File: config.mk
export PLATFORM = sky130hd
export DESIGN_NAME = rng_byte_scheduler_flat
export DESIGN_NICKNAME = d
export VERILOG_FILES = /design/src/rtl/rng_byte_scheduler_if.sv /design/src/rtl/rng_byte_scheduler.sv /design/src/flat_wrapper.sv
export SDC_FILE = /design/constraint.sdc
export NUM_CORES = 1
export LEC_CHECK = 0
export ABC_AREA = 0
export BUFFER_PORTS_ARGS = -buffer_cell sky130_fd_sc_hd__buf_4
export CAP_MARGIN = 25
export CORE_UTILIZATION = 40
export CTS_CLUSTER_DIAMETER = 30
export DETAILED_ROUTE_END_ITERATION = 10
export GPL_TIMING_DRIVEN = 0
export PLACE_DENSITY_LB_ADDON = 0.25
export SLEW_MARGIN = 30
export SYNTH_ARGS = -nofsm -noshare
export SYNTH_HDL_FRONTEND = slang
export SYNTH_SLANG_ARGS = --single-unit
File: constraint.sdc
create_clock -name high_Freq_Clk -period 7.1 [get_ports high_Freq_Clk]
set_clock_uncertainty 0.1 [all_clocks]
set_input_delay 1.42 -clock high_Freq_Clk [delete_from_list [all_inputs] [get_ports high_Freq_Clk]]
set_output_delay 1.42 -clock high_Freq_Clk [all_outputs]
set_load 0.02 [all_outputs]
File: src/rtl/rng_byte_scheduler_if.sv
// Bundles the bit-stream input, the requester handshake and the status outputs
// of rng_byte_scheduler so they travel as one port.
// master = the environment driving bits/requests, slave = the scheduler itself.
interface rng_byte_scheduler_if #(
   parameter int NUM_REQ    = 4,
   parameter int FIFO_DEPTH = 4
);
   logic                          bit_In;
   logic                          bit_Valid;
   logic [NUM_REQ-1:0]            req;
   logic                          fault_Clear;
   logic [NUM_REQ-1:0]            grant;
   logic [7:0]                    random_Byte;
   logic                          byte_Valid;
   logic [$clog2(FIFO_DEPTH):0]   fifo_Level;
   logic                          fault;

   modport master (
      output bit_In, bit_Valid, req, fault_Clear,
      input  grant, random_Byte, byte_Valid, fifo_Level, fault
   );

   modport slave (
      input  bit_In, bit_Valid, req, fault_Clear,
      output grant, random_Byte, byte_Valid, fifo_Level, fault
   );
endinterface

File: src/rtl/rng_byte_scheduler.sv
// Packs filtered bits into bytes, runs a repetition health test, buffers bytes and shares them round-robin.
// Latency: a byte pushed at edge k can be granted at edge k+1 at the earliest; grant/random_Byte are registered.
// Backpressure: none toward the bit source; a byte arriving at a full FIFO without a same-cycle pop is dropped.
module rng_byte_scheduler #(
   parameter int NUM_REQ      = 4,
   parameter int FIFO_DEPTH   = 4,
   parameter int REP_LIMIT    = 4,
   parameter int WARMUP_BYTES = 2
) (
   input  logic                high_Freq_Clk,
   input  logic                reset,
   rng_byte_scheduler_if.slave bus
);
   localparam int PTR_W = $clog2(FIFO_DEPTH);
   localparam int LVL_W = PTR_W + 1;
   localparam int REQ_W = $clog2(NUM_REQ);
   localparam int REP_W = $clog2(REP_LIMIT + 1);
   localparam int WU_W  = $clog2(WARMUP_BYTES + 1) + 1;

   typedef enum logic [1:0] { ST_WARMUP, ST_RUN, ST_FAULT } state_t;

   state_t             state_q,   state_d;
   logic [7:0]         shift_q,   shift_d;
   logic [2:0]         bit_cnt_q, bit_cnt_d;
   logic [7:0]         prev_q,    prev_d;
   logic [REP_W-1:0]   rep_q,     rep_d;
   logic [WU_W-1:0]    wu_q,      wu_d;
   logic [7:0]         mem_q [FIFO_DEPTH];
   logic [7:0]         mem_d [FIFO_DEPTH];
   logic [PTR_W-1:0]   rd_q,      rd_d;
   logic [PTR_W-1:0]   wr_q,      wr_d;
   logic [LVL_W-1:0]   lvl_q,     lvl_d;
   logic [REQ_W-1:0]   last_q,    last_d;
   logic [NUM_REQ-1:0] grant_q,   grant_d;
   logic [7:0]         rbyte_q,   rbyte_d;
   logic               bvld_q,    bvld_d;
   logic               fault_q,   fault_d;

   logic               win_found;
   logic [REQ_W-1:0]   win_idx;
   int unsigned        idx;

   logic               byte_done;
   logic [7:0]         done_byte;
   logic [REP_W-1:0]   rep_next;
   logic               trip;
   logic               do_push;
   logic               do_pop;
   logic               push_ok;

   // Round-robin search: first asserted request after the last winner, wrapping.
   always_comb begin
      win_found = 1'b0;
      win_idx   = last_q;
      idx       = 0;
      for (int i = 1; i <= NUM_REQ; i++) begin
         idx = (int'(last_q) + i) % NUM_REQ;
         if (!win_found && bus.req[REQ_W'(idx)]) begin
            win_found = 1'b1;
            win_idx   = REQ_W'(idx);
         end
      end
   end

   // Next-state: assembler, health test, mode control, FIFO and grant generation.
   always_comb begin
      state_d   = state_q;
      shift_d   = shift_q;
      bit_cnt_d = bit_cnt_q;
      prev_d    = prev_q;
      rep_d     = rep_q;
      wu_d      = wu_q;
      mem_d     = mem_q;
      rd_d      = rd_q;
      wr_d      = wr_q;
      lvl_d     = lvl_q;
      last_d    = last_q;
      grant_d   = '0;
      rbyte_d   = rbyte_q;
      bvld_d    = 1'b0;
      fault_d   = fault_q;
      byte_done = 1'b0;
      rep_next  = rep_q;
      trip      = 1'b0;
      do_push   = 1'b0;
      do_pop    = 1'b0;
      push_ok   = 1'b0;

      // LSB-first: the first bit ends up in bit 0 after eight right shifts.
      done_byte = {bus.bit_In, shift_q[7:1]};
      if (bus.bit_Valid) begin
         shift_d   = done_byte;
         bit_cnt_d = bit_cnt_q + 3'd1;
         byte_done = (bit_cnt_q == 3'd7);
      end

      // rep_q == 0 means "no previous byte", so the first byte always counts as 1.
      if (byte_done && state_q != ST_FAULT) begin
         if (rep_q != '0 && done_byte == prev_q) begin
            rep_next = rep_q + REP_W'(1);
         end else begin
            rep_next = REP_W'(1);
         end
         rep_d  = rep_next;
         prev_d = done_byte;
         trip   = (rep_next == REP_W'(REP_LIMIT));
      end

      case (state_q)
         ST_WARMUP: begin
            if (trip) begin
               state_d = ST_FAULT;
               fault_d = 1'b1;
            end else if (byte_done) begin
               wu_d = wu_q + WU_W'(1);
               if (wu_q + WU_W'(1) == WU_W'(WARMUP_BYTES)) begin
                  state_d = ST_RUN;
               end
            end
         end
         ST_RUN: begin
            if (trip) begin
               // Fault beats any grant this cycle and flushes the buffer.
               state_d = ST_FAULT;
               fault_d = 1'b1;
               rd_d    = '0;
               wr_d    = '0;
               lvl_d   = '0;
            end else begin
               do_push = byte_done;
               do_pop  = (lvl_q != '0) && win_found;
            end
         end
         ST_FAULT: begin
            if (bus.fault_Clear) begin
               state_d = ST_WARMUP;
               fault_d = 1'b0;
               wu_d    = '0;
               rep_d   = '0;
               prev_d  = '0;
            end
         end
         default: begin
            state_d = ST_WARMUP;
         end
      endcase

      // Pop decision uses the pre-edge level, so a byte pushed now waits a cycle.
      if (do_pop) begin
         grant_d = NUM_REQ'(1) << win_idx;
         rbyte_d = mem_q[rd_q];
         bvld_d  = 1'b1;
         rd_d    = rd_q + PTR_W'(1);
         last_d  = win_idx;
      end

      push_ok = do_push && ((lvl_q != LVL_W'(FIFO_DEPTH)) || do_pop);
      if (push_ok) begin
         mem_d[wr_q] = done_byte;
         wr_d        = wr_q + PTR_W'(1);
      end

      if (push_ok && !do_pop) begin
         lvl_d = lvl_q + LVL_W'(1);
      end else if (!push_ok && do_pop) begin
         lvl_d = lvl_q - LVL_W'(1);
      end
   end

   // State registers with synchronous reset; req[0] gets first priority after reset.
   always_ff @(posedge high_Freq_Clk) begin
      if (reset) begin
         state_q   <= ST_WARMUP;
         shift_q   <= '0;
         bit_cnt_q <= '0;
         prev_q    <= '0;
         rep_q     <= '0;
         wu_q      <= '0;
         mem_q     <= '{default: '0};
         rd_q      <= '0;
         wr_q      <= '0;
         lvl_q     <= '0;
         last_q    <= REQ_W'(NUM_REQ - 1);
         grant_q   <= '0;
         rbyte_q   <= '0;
         bvld_q    <= 1'b0;
         fault_q   <= 1'b0;
      end else begin
         state_q   <= state_d;
         shift_q   <= shift_d;
         bit_cnt_q <= bit_cnt_d;
         prev_q    <= prev_d;
         rep_q     <= rep_d;
         wu_q      <= wu_d;
         mem_q     <= mem_d;
         rd_q      <= rd_d;
         wr_q      <= wr_d;
         lvl_q     <= lvl_d;
         last_q    <= last_d;
         grant_q   <= grant_d;
         rbyte_q   <= rbyte_d;
         bvld_q    <= bvld_d;
         fault_q   <= fault_d;
      end
   end

   assign bus.grant       = grant_q;
   assign bus.random_Byte = rbyte_q;
   assign bus.byte_Valid  = bvld_q;
   assign bus.fifo_Level  = lvl_q;
   assign bus.fault       = fault_q;
endmodule
File: src/flat_wrapper.sv
// flat-port wrapper written by rule: the top's interface ports become plain ports
module rng_byte_scheduler_flat 
#(
   parameter int NUM_REQ      = 4,
   parameter int FIFO_DEPTH   = 4,
   parameter int REP_LIMIT    = 4,
   parameter int WARMUP_BYTES = 2
)
  (high_Freq_Clk, reset, bus_bit_In, bus_bit_Valid, bus_req, bus_fault_Clear, bus_grant, bus_random_Byte, bus_byte_Valid, bus_fifo_Level, bus_fault);
  rng_byte_scheduler_if #(.NUM_REQ(NUM_REQ), .FIFO_DEPTH(FIFO_DEPTH)) bus_i ();
  input  logic high_Freq_Clk;
  input  logic reset;
  input wire logic [$bits(bus_i.bit_In)-1:0] bus_bit_In;
  input wire logic [$bits(bus_i.bit_Valid)-1:0] bus_bit_Valid;
  input wire logic [$bits(bus_i.req)-1:0] bus_req;
  input wire logic [$bits(bus_i.fault_Clear)-1:0] bus_fault_Clear;
  output wire logic [$bits(bus_i.grant)-1:0] bus_grant;
  output wire logic [$bits(bus_i.random_Byte)-1:0] bus_random_Byte;
  output wire logic [$bits(bus_i.byte_Valid)-1:0] bus_byte_Valid;
  output wire logic [$bits(bus_i.fifo_Level)-1:0] bus_fifo_Level;
  output wire logic [$bits(bus_i.fault)-1:0] bus_fault;
  assign bus_i.bit_In = bus_bit_In;
  assign bus_i.bit_Valid = bus_bit_Valid;
  assign bus_i.req = bus_req;
  assign bus_i.fault_Clear = bus_fault_Clear;
  assign bus_grant = bus_i.grant;
  assign bus_random_Byte = bus_i.random_Byte;
  assign bus_byte_Valid = bus_i.byte_Valid;
  assign bus_fifo_Level = bus_i.fifo_Level;
  assign bus_fault = bus_i.fault;
  rng_byte_scheduler #(.NUM_REQ(NUM_REQ), .FIFO_DEPTH(FIFO_DEPTH), .REP_LIMIT(REP_LIMIT), .WARMUP_BYTES(WARMUP_BYTES)) u_core (.high_Freq_Clk(high_Freq_Clk), .reset(reset), .bus(bus_i));
endmodule
==> impl_metrics.ini <==
[clocking]
cts_resized = 0
clock_latency_ps = 360
cts_buffers = 9
post_cts_buffers = 0
clock_path_buffers = 2
holdBufCountCts = 0
clockRootBuffer = clkbuf_8
htreeDepth = 3
clk_pin_slew_ps = 90
tritoncts = built
cts_sinks = 81

[yosys]
synth_warnings = 0
ys_seq_area_share_pct = 42.3
syn_nets = 424
avgSynthCellArea_um2 = 9.59
ys_seq_elements = 81
synth_top_area_share_pct = 42.3
synth_flop_cell = dfxtp_1
synth.area.top_cells = dfxtp_1 (42%), mux2i_1 (9.9%), nand2_1 (7.8%), ha_1 (4.9%), mux4_2 (4.7%)
async_flop_share_pct = 0
syn-cell-area_um2 = 3840
synth_edf_count = 0
synth_cells = 400
yosysTopAreaCell = dfxtp_1
synth_cell_types = 55

[placement]
port_buffers = 25
place.gp.congestion = 0.781
dpl-instance-area_um2 = 4190
dp_slack_ps = 3210
hpwlAfterDp_um = 6210

[power_and_ir_drop]
report.power.total_mw = 0.861
p_per_area_nw_per_um2 = 195
swShare_pct = 22.7
p_switching_mw = 0.196
pwr-share-comb_pct = 3.5
seqPwrFrac_pct = 53.2
p_clk_share_pct = 43.4
static-leakage-power_nw = 1.78
vdd_drop_max_v = 0.000110
internal_power_mw = 0.665

[floorplan]
rows = 35
core_area_um2 = 9280
io-pin-count = 26
die_y_um = 99.9
die_area_um2 = 9990
die_x_um = 99.9
initial_utilization_pct = 41.3

[global_routing]
grt_overflow_total = 0
use_met3_pct = 3.90
grt_max_degree = 15
grtUsageTotal_pct = 18.5
grt_pass1_vias = 2819
use_met2_pct = 31.1
grt_antenna_before_repair = 0
top_usage_layer = met2
grtUsageMet1_pct = 23.8
grt_pass1_wl_um = 14200

[drt]
drcViolationCount = 0
num_vias = 2935
postRouteAntennaNets = 0
routedWlPerCell_um = 15.2
firstDrtPassIters = 4
finalWirelength_um = 8690
viasPerCell = 5.15
first_iter_violations = 99

[worst_setup_path]
worst_ep_required_time_ps = 7290
rr_startpoint = u_core.rep_q[0]
path_max_fanout = 10
cp.arrival_ps = 3730
startpoint_type = primary input
reg2reg_to = u_core.bus.fifo_Level[2]
criticalPathCategory = in -> reg
worst_r2r_path_depth = 13
cp-end-kind = register
rrSetupSlack_ps = 4170

[timing]
relSlewSlack_pct = 52.3
clock.fmax_mhz = 283
finalMaxSlewViolations = 0
worst_pin_slew_ps = 715
whs_ps = 362
rsz0062_at_grt = false
finalSetupViolations = 0
timing.final.crit_share_pct = 49.8
period_minus_slack_ps = 3540
finalHoldViolCount = 0
tns_ps = 0
setup_slack_ps = 3560

[cells_and_area]
diodes = 0
nNetsFinal = 460
final_cell_area_um2 = 4400
area_delta_synth_final_pct = 14.8
fillCellCount = 882
drive_gt1_share_pct = 17.5

[worst_hold_path]
hold_end = u_core.mem_q[4]
min_path_type = reg -> reg
hp-start = u_core.mem_q[4]
hold_depth = 2

[run]
cap_violations = 0

[status]
status = complete, no violations
## through the flow
stage                     util, %  std cells
after floorplan                 -        400
after global placement       45.1        554
after detailed placement     45.1        554
after CTS                    47.4        570
after global routing         47.4        570
final                        47.4        570
## cells in the mapped netlist, types with 2 or more instances
cell,instances
clkbuf_1,11
nor2_1,18
nand3_4,2
a31o_2,7
nor3_1,14
and3_1,3
mux4_2,8
mux2i_1,38
buf_4,2
xnor2_1,4
o21ai_0,4
or2_2,3
buf_2,3
dfxtp_1,81
a221oi_1,2
nand3_1,2
a21oi_1,23
xor2_1,8
nand4_1,2
a2bb2oi_1,8
nor4_2,2
o211ai_1,2
nor2b_1,3
nor4_1,2
a211oi_1,2
nand2_1,80
buf_6,3
nand2b_1,8
ha_1,15
inv_1,15
## worst max path at each step
stage,startpoint,to,slack [ps]
after detailed placement,bus_bit_In,u_core.bus.fifo_Level[2],3210
after CTS,bus_bit_In,u_core.bus.fifo_Level[2],3580
after global placement,bus_bit_In,u_core.bus.fifo_Level[2],3270
final,bus_bit_In,u_core.bus.fifo_Level[2],3560
after global routing,bus_bit_In,u_core.bus.fifo_Level[2],3330
after floorplan,bus_bit_In,u_core.bus.fifo_Level[2],3740
## cells by family after synthesis
| logic type | count (synthesis) | synth area share [%] |
|---|---|---|
| AOI/OAI and AO/OA | 65 | 13.1 |
| xor gates and xnor gates | 12 | 2.74 |
| adders and majority gates | 15 | 4.89 |
| buffers and inverters | 36 | 4.40 |
| DFF | 81 | 42.3 |
| muxes | 46 | 14.6 |
| and+or+nand+nor | 145 | 18.0 |
## per-layer routing
metal  up-vias  share of wire, %
met5         -                 0
met4         0               1.6
met3        12               3.6
met2        59                49
met1      1391                46
li1       1473                 -
## cell usage in the layout (no fill, tap or decap), types with 3 or more instances in the layout
| cell | Yosys | routed |
|---|---|---|
| nor2_1 | 18 | 18 |
| or2_2 | 3 | 3 |
| xor2_1 | 8 | 8 |
| nor3_1 | 14 | 14 |
| clkbuf_1 | 11 | 12 |
| clkbuf_8 | 0 | 9 |
| buf_4 | 2 | 27 |
| dfxtp_1 | 81 | 81 |
| a21oi_1 | 23 | 23 |
| a2bb2oi_1 | 8 | 8 |
| mux2i_1 | 38 | 38 |
| nand2_1 | 80 | 80 |
| nand2b_1 | 8 | 8 |
| nor2b_1 | 3 | 3 |
| o21ai_0 | 4 | 4 |
| a31o_2 | 7 | 7 |
| buf_2 | 3 | 3 |
| inv_1 | 15 | 15 |
| and3_1 | 3 | 3 |
| buf_6 | 3 | 3 |
| xnor2_1 | 4 | 4 |
| ha_1 | 15 | 15 |
| mux4_2 | 8 | 8 |
## power by group through the flow
stage	Sequential, mW	Combinational [mW]	Clock (mW)
final	0.458	0.0297	0.374
after global routing	0.458	0.0329	0.399
after CTS	0.458	0.0300	0.379
after detailed placement	0.468	0.0298	0
after global placement	0.468	0.0291	0
after floorplan	0.468	0.0171	0
## registers in the layout, indices dropped and copies added, names as in the netlist
| signal | flops |
|---|---|
| u_core.bit_cnt_q | 3 |
| u_core.prev_q | 8 |
| u_core.wu_q | 3 |
| u_core.rep_q | 3 |
| u_core.bus.fault | 1 |
| u_core.last_q | 2 |
| u_core.wr_q | 2 |
| u_core.shift_q | 7 |
| u_core.mem_q | 32 |
| u_core.bus.fifo_Level | 3 |
| u_core.rd_q | 2 |
| u_core.bus.random_Byte | 8 |
| u_core.bus.byte_Valid | 1 |
| u_core.bus.grant | 4 |
| u_core.state_q | 2 |
## area by class of cell
type | instances | area, um2 | share of cell area, %
Multi-Input combinational cell | 283 | 2050 | 46.5
Sequential cell | 81 | 1620 | 36.8
Timing Repair Buffer | 25 | 188 | 4.26
Tap cell | 129 | 161 | 3.66
Clock buffer | 10 | 128 | 2.90
Buffer | 20 | 109 | 2.47
Clock inverter | 6 | 90.1 | 2.05
Inverter | 16 | 60.1 | 1.36
## critical path, cell delays in order
cell and delay (ps):
buf_4 130, xor2_1 160, nor3_1 400, nand4_1 240, buf_4 250, nand2_1 160
inv_1 60, ha_1 260, nand2b_1 180, a2bb2oi_1 130, a21oi_1 150, mux2i_1 80
nor2_1 90
(Power assumes the default switching activity.)
